**config.mk**
```make
export PLATFORM = sky130hd
export DESIGN_NAME = countdown_timer
export DESIGN_NICKNAME = d
export VERILOG_FILES = /design/src/rtl/countdown_timer_pkg.sv /design/src/rtl/countdown_timer.sv
export SDC_FILE = /design/constraint.sdc
export NUM_CORES = 1
export LEC_CHECK = 0
export ABC_AREA = 1
export CAP_MARGIN = 20
export CORE_MARGIN = 5
export CORE_UTILIZATION = 35
export CTS_CLUSTER_DIAMETER = 60
export CTS_CLUSTER_SIZE = 12
export DETAILED_ROUTE_END_ITERATION = 8
export HOLD_SLACK_MARGIN = 0.03
export PLACE_DENSITY = 0.62
export SLEW_MARGIN = 5
export SYNTH_ARGS = -nofsm -noshare
export SYNTH_HDL_FRONTEND = slang
export SYNTH_SLANG_ARGS = --single-unit
```
**constraint.sdc**
```tcl
create_clock -name clk -period 1.8 [get_ports clk]
set_input_delay 0.27 -clock clk [delete_from_list [all_inputs] [get_ports clk]]
set_output_delay 0.27 -clock clk [all_outputs]
set_load 0.01 [all_outputs]
```
**src/rtl/countdown_timer_pkg.sv**
```systemverilog
`default_nettype none
// ============================================================================
// Module   : countdown_timer_pkg
// Purpose  : Shared definitions for the countdown timer: controller state
//            encoding (IDLE = 0, RUN = 1), kept here so that other counter
//            blocks can reuse the same encoding.
// Ports    : none (package)
// Revision : 1.0 - initial release
// ============================================================================
package countdown_timer_pkg;

  // Controller state: IDLE when no count is in flight, RUN otherwise.
  typedef enum logic [0:0] {
    ST_IDLE = 1'b0,
    ST_RUN  = 1'b1
  } state_e;

endpackage : countdown_timer_pkg
`default_nettype wire

```
**src/rtl/countdown_timer.sv**
```systemverilog
`default_nettype none
// ============================================================================
// Module   : countdown_timer
// Purpose  : Loadable down-counter with enable, registered one-cycle
//            terminal-count pulse and one-shot / periodic (auto-reload) modes.
// Ports    : clk        - rising-edge clock
//            i_rst      - asynchronous active-high reset
//            i_sclr     - synchronous clear (same end state as reset)
//            i_en       - count enable, only honoured in RUN
//            i_load     - load strobe, samples i_load_val and i_periodic
//            i_load_val - start / reload value (unsigned, WIDTH bits)
//            i_periodic - 1 = auto-reload at terminal count, 0 = one-shot
//            o_cnt      - current count
//            o_tc       - terminal-count pulse (one cycle, registered)
//            o_busy     - high while the controller is in RUN
// Revision : 1.0 - initial release
// ============================================================================
module countdown_timer
  import countdown_timer_pkg::*;
#(
  parameter int WIDTH = 8
) (
  input  logic             clk,
  input  logic             i_rst,
  input  logic             i_sclr,
  input  logic             i_en,
  input  logic             i_load,
  input  logic [WIDTH-1:0] i_load_val,
  input  logic             i_periodic,
  output logic [WIDTH-1:0] o_cnt,
  output logic             o_tc,
  output logic             o_busy
);

  localparam logic [WIDTH-1:0] c_ONE  = WIDTH'(1);
  localparam logic [WIDTH-1:0] c_ZERO = '0;

  logic [WIDTH-1:0] cnt_q;
  logic [WIDTH-1:0] reload_q;
  logic             periodic_q;
  logic             tc_q;
  state_e           state_q;

  // Priority: clear > load > count step > hold. The tc flag defaults low on
  // every edge and is only set on the terminal step, so it is a single-cycle
  // pulse unless a periodic reload of 1 keeps re-triggering it.
  always_ff @(posedge clk or posedge i_rst) begin
    if (i_rst) begin
      cnt_q      <= c_ZERO;
      reload_q   <= c_ZERO;
      periodic_q <= 1'b0;
      tc_q       <= 1'b0;
      state_q    <= ST_IDLE;
    end else if (i_sclr) begin
      cnt_q      <= c_ZERO;
      reload_q   <= c_ZERO;
      periodic_q <= 1'b0;
      tc_q       <= 1'b0;
      state_q    <= ST_IDLE;
    end else if (i_load) begin
      // A load always restarts, discarding any count in flight, and wins
      // over a terminal count due on the same edge.
      cnt_q      <= i_load_val;
      reload_q   <= i_load_val;
      periodic_q <= i_periodic;
      tc_q       <= 1'b0;
      state_q    <= (i_load_val != c_ZERO) ? ST_RUN : ST_IDLE;
    end else begin
      tc_q <= 1'b0;
      case (state_q)
        ST_RUN: begin
          if (i_en) begin
            if (cnt_q == c_ONE) begin
              tc_q <= 1'b1;
              if (periodic_q) begin
                // RUN is only entered with a non-zero value, so reload is
                // never zero here.
                cnt_q <= reload_q;
              end else begin
                cnt_q   <= c_ZERO;
                state_q <= ST_IDLE;
              end
            end else begin
              cnt_q <= cnt_q - c_ONE;
            end
          end
        end
        default: begin
          // IDLE: enable ignored, count holds and never wraps.
        end
      endcase
    end
  end

  assign o_cnt  = cnt_q;
  assign o_tc   = tc_q;
  assign o_busy = (state_q == ST_RUN);

endmodule : countdown_timer
`default_nettype wire
```
==> flow_metrics.env, run 1 <==
export IMPL_status="finished, final reports clean"
export IMPL_power_frac_clock_pct=19.6
export IMPL_grt_pass1_wl_um=4980
export IMPL_hold_ws_ns=0.281
export IMPL_wl_met1_um=1390
export IMPL_cpPeakStageDelay_ns=0.59
export IMPL_port_buffers=23
export IMPL_via_count=1123
export IMPL_critPathKind="reg -> out"
export IMPL_ys_warn_count=0
export IMPL_p_comb_share_pct=32.8
export IMPL_antennaDiodeCount=0
export IMPL_die_h_um=67.4
export IMPL_cts_sinks=19
export IMPL_cp_end_kind="primary output"
export IMPL_overflow=0
export IMPL_ir_worst_vdd_uv=307
export IMPL_cts_setup_buffers=0
export IMPL_slew_viol_final=0
export IMPL_fin_util_pct=47.8
export IMPL_route_met3_wl_um=151
export IMPL_post_route_min_period_ns=1.65
export IMPL_cts_buffer_depth=2
export IMPL_final_layout_size_suffix_gt1_share_pct=9.42
export IMPL_p_seq_share_pct=47.6
export IMPL_cts_hold_buffers=0
export IMPL_critPathBufInv=1
export IMPL_timing_fmax_mhz=605
export IMPL_crit_start="o_cnt[2]$_DFFE_PP0P_"
export IMPL_wl_met2_um=1420
export IMPL_cts_root_buf="clkbuf_4"
export IMPL_syn_area_um2=1150
export IMPL_power_total_uw=1080
export IMPL_antenna_found_initial=0
export IMPL_p_int_uw=707
export IMPL_via_per_inst=4.78
export IMPL_p_switching_uw=369
export IMPL_crit_fanout=6
export IMPL_drtAntennaViolNets=0
export IMPL_path_delay_family="buffers and inverters"
export IMPL_synthToLayoutAreaGrowth_pct=28.6
export IMPL_cts_resized=0
export IMPL_cts_buffers=3
export IMPL_power_density_nw_per_um2=725
export IMPL_drt_pass1_iterations=4
export IMPL_start_util_pct=37.2
export IMPL_routedWlPerCell_um=12.7
export IMPL_post_place_ws_ns=0.0488
export IMPL_core_area_um2=3100
export IMPL_hold_violations=0
export IMPL_synth_seq_cells=19
export IMPL_slowest_stage="clkdlybuf4s50_1"
export IMPL_initialDrtViolationCount=78
export IMPL_hpwl_um=2390
export IMPL_grt_pass1_vias=1083
export IMPL_ys_seq_area_share_pct=41.2
export IMPL_drcViolationCount=0
export IMPL_rsz0062_at_grt="false"
export IMPL_setup_violations=0
export IMPL_drt_wl_total_um=2980
export IMPL_h_tree_depth=1
export IMPL_p_sw_share_pct=34.3
export IMPL_routed_top_layer="met4"
export IMPL_grt_use_total_pct=14.3
export IMPL_p_leak_uw=0.000723
export IMPL_netlist_instances=161
export IMPL_layout_nets=208
export IMPL_dieArea_um2=4540
export IMPL_ys_types=25
export IMPL_synth_fp_nets=177
export IMPL_post_route_period_util_pct=91.8
export IMPL_cts_tree="done"
export IMPL_path_cells="clkdlybuf4s50_1"
export IMPL_grt_max_degree=20
export IMPL_worstMarginPinSlew_ns=0.380
export IMPL_num_io_pins=24
export IMPL_gp_routability_congestion=0.985
export IMPL_clock_skew_ns=0.00363
export IMPL_num_fill_cells=361
export IMPL_die_x_um=67.4
export IMPL_cts_clk_slew_worst_paths_ns=0.11
export IMPL_tns_ns=0
export IMPL_cp_required_ns=1.53
export IMPL_regToRegStartpoint="o_cnt[1]$_DFFE_PP0P_"
export IMPL_critPathArrivalTime_ns=1.38
export IMPL_syn_area_per_cell_um2=7.17
export IMPL_worstHoldPathType="in -> async"
export IMPL_maxCapViolCount=0
export IMPL_core_rowCount=20
export IMPL_clk_latency_ns=0.29
export IMPL_critPathLaunchType="register"
export IMPL_slew_headroom_pct=74.4
export IMPL_setup_slack_ns=0.147
[cell families after synthesis]
logic type                 count (synthesis)  share of synthesized area, %
DFF                                       19                          41.2
buffers and inverters                     25                          9.87
AOI/OAI and AO/OA                         21                          9.98
xor gates and xnor gates                   2                          1.52
and+or+nand+nor                           92                          35.2
adders and majority gates                  2                          2.17
[cell usage in the layout (no fill, tap or decap), types with 2 or more instances in the layout]
master and n:
a21oi_1 5, buf_4 7, clkbuf_4 3, clkdlybuf4s50_1 23, dfrtp_1 19, ha_1 2
inv_1 20, nand2_1 40, nand3_1 19, nand4_1 2, nor2_1 19, nor2_2 2
nor3_1 3, o21ai_0 13, or2_1 2, xor2_1 2
[cells in the mapped netlist]
| library cell | n | area [um2] |
|---|---|---|
| nor2_1 | 19 | 71.3 |
| o21ai_1 | 1 | 5.00 |
| ha_1 | 2 | 25.0 |
| o21a_1 | 1 | 7.51 |
| dfrtp_1 | 19 | 475 |
| nand2_1 | 40 | 150 |
| buf_6 | 2 | 22.5 |
| a21oi_1 | 5 | 25.0 |
| nor2_4 | 1 | 11.3 |
| nor4_1 | 1 | 6.26 |
| nor2_2 | 2 | 12.5 |
| buf_2 | 1 | 5.00 |
| nand2_2 | 1 | 6.26 |
| inv_2 | 1 | 3.75 |
| o211ai_2 | 1 | 12.5 |
| or2_2 | 1 | 6.26 |
| o21ai_0 | 13 | 65.1 |
| nand4_1 | 2 | 12.5 |
| or2_1 | 2 | 12.5 |
| xor2_1 | 2 | 17.5 |
| nand3_1 | 19 | 95.1 |
| nor3_1 | 3 | 15.0 |
| inv_1 | 20 | 75.1 |
| buf_4 | 1 | 7.51 |
| nand3b_1 | 1 | 7.51 |
[registers in the layout, summed over array words and instances (netlist names)]
signal	flops
o_tc	1
reload_q	8
o_busy	1
o_cnt	8
periodic_q	1
[per-layer routing]
| layer | track usage (%) | up-vias |
|---|---|---|
| met5 | 0 | - |
| met4 | 3.80 | 0 |
| met3 | 2.50 | 2 |
| met2 | 24.5 | 51 |
| met1 | 18.5 | 496 |
| li1 | - | 574 |
[stage by stage]
step / cell area, um2 / std cells
2_1_floorplan: 1150 / 161
3_3_place_gp: 1460 / 231
3_5_place_dp: 1460 / 231
4_1_cts: 1480 / 235
5_1_grt: 1480 / 235
6_report: 1480 / 235
[final cells by class]
cell class	count	area [um2]	share of cell area (%)
multi-input cells	117	564	38.0
flip-flops and latches	19	475	32.0
repair buffers	30	283	19.1
inverters	21	78.8	5.31
well taps	44	55.1	3.71
clock buffers	3	22.5	1.52
clock inverters	1	5.00	0.337
[power groups by stage]
stage	clock network [uW]	registers [uW]	logic (uW)
floorplan	0	521	202
global placement	0	519	344
detailed placement	0	520	352
CTS	221	512	354
global route	241	520	395
finish	210	512	353
[final timing paths]
check	endpoint	slack, ns	cells past startpoint
max	o_cnt[2]	0.15	1
min	reload_q[0]$_DFFE_PP0P_	0.28	3
max reg2reg	o_cnt[1]$_DFFE_PP0P_	0.20	8
min reg2reg	reload_q[0]$_DFFE_PP0P_	0.50	1
max in group asynchronous	o_cnt[6]$_DFFE_PP0P_	1.32	3
min in group clk	reload_q[0]$_DFFE_PP0P_	0.50	1
No activity file was read; power rests on OpenSTA's default activity.
==> run 2, diff against run 1 <==
--- a/config.mk
+++ b/config.mk
@@ -10,7 +10,6 @@
 export CORE_MARGIN = 5
 export CORE_UTILIZATION = 35
 export CTS_CLUSTER_DIAMETER = 60
-export CTS_CLUSTER_SIZE = 12
 export DETAILED_ROUTE_END_ITERATION = 8
 export HOLD_SLACK_MARGIN = 0.03
 export PLACE_DENSITY = 0.62
==> results of run 2 <==
Same layout as run 1: the final DEF is identical, and so are final timing and power.
==> run 3, diff against run 2 <==
--- a/config.mk
+++ b/config.mk
@@ -13,7 +13,7 @@
 export DETAILED_ROUTE_END_ITERATION = 8
 export HOLD_SLACK_MARGIN = 0.03
 export PLACE_DENSITY = 0.62
-export SLEW_MARGIN = 5
+export SLEW_MARGIN = 10
 export SYNTH_ARGS = -nofsm -noshare
 export SYNTH_HDL_FRONTEND = slang
 export SYNTH_SLANG_ARGS = --single-unit
==> results of run 3 <==
Same layout as run 1: the final DEF is identical, and so are final timing and power.
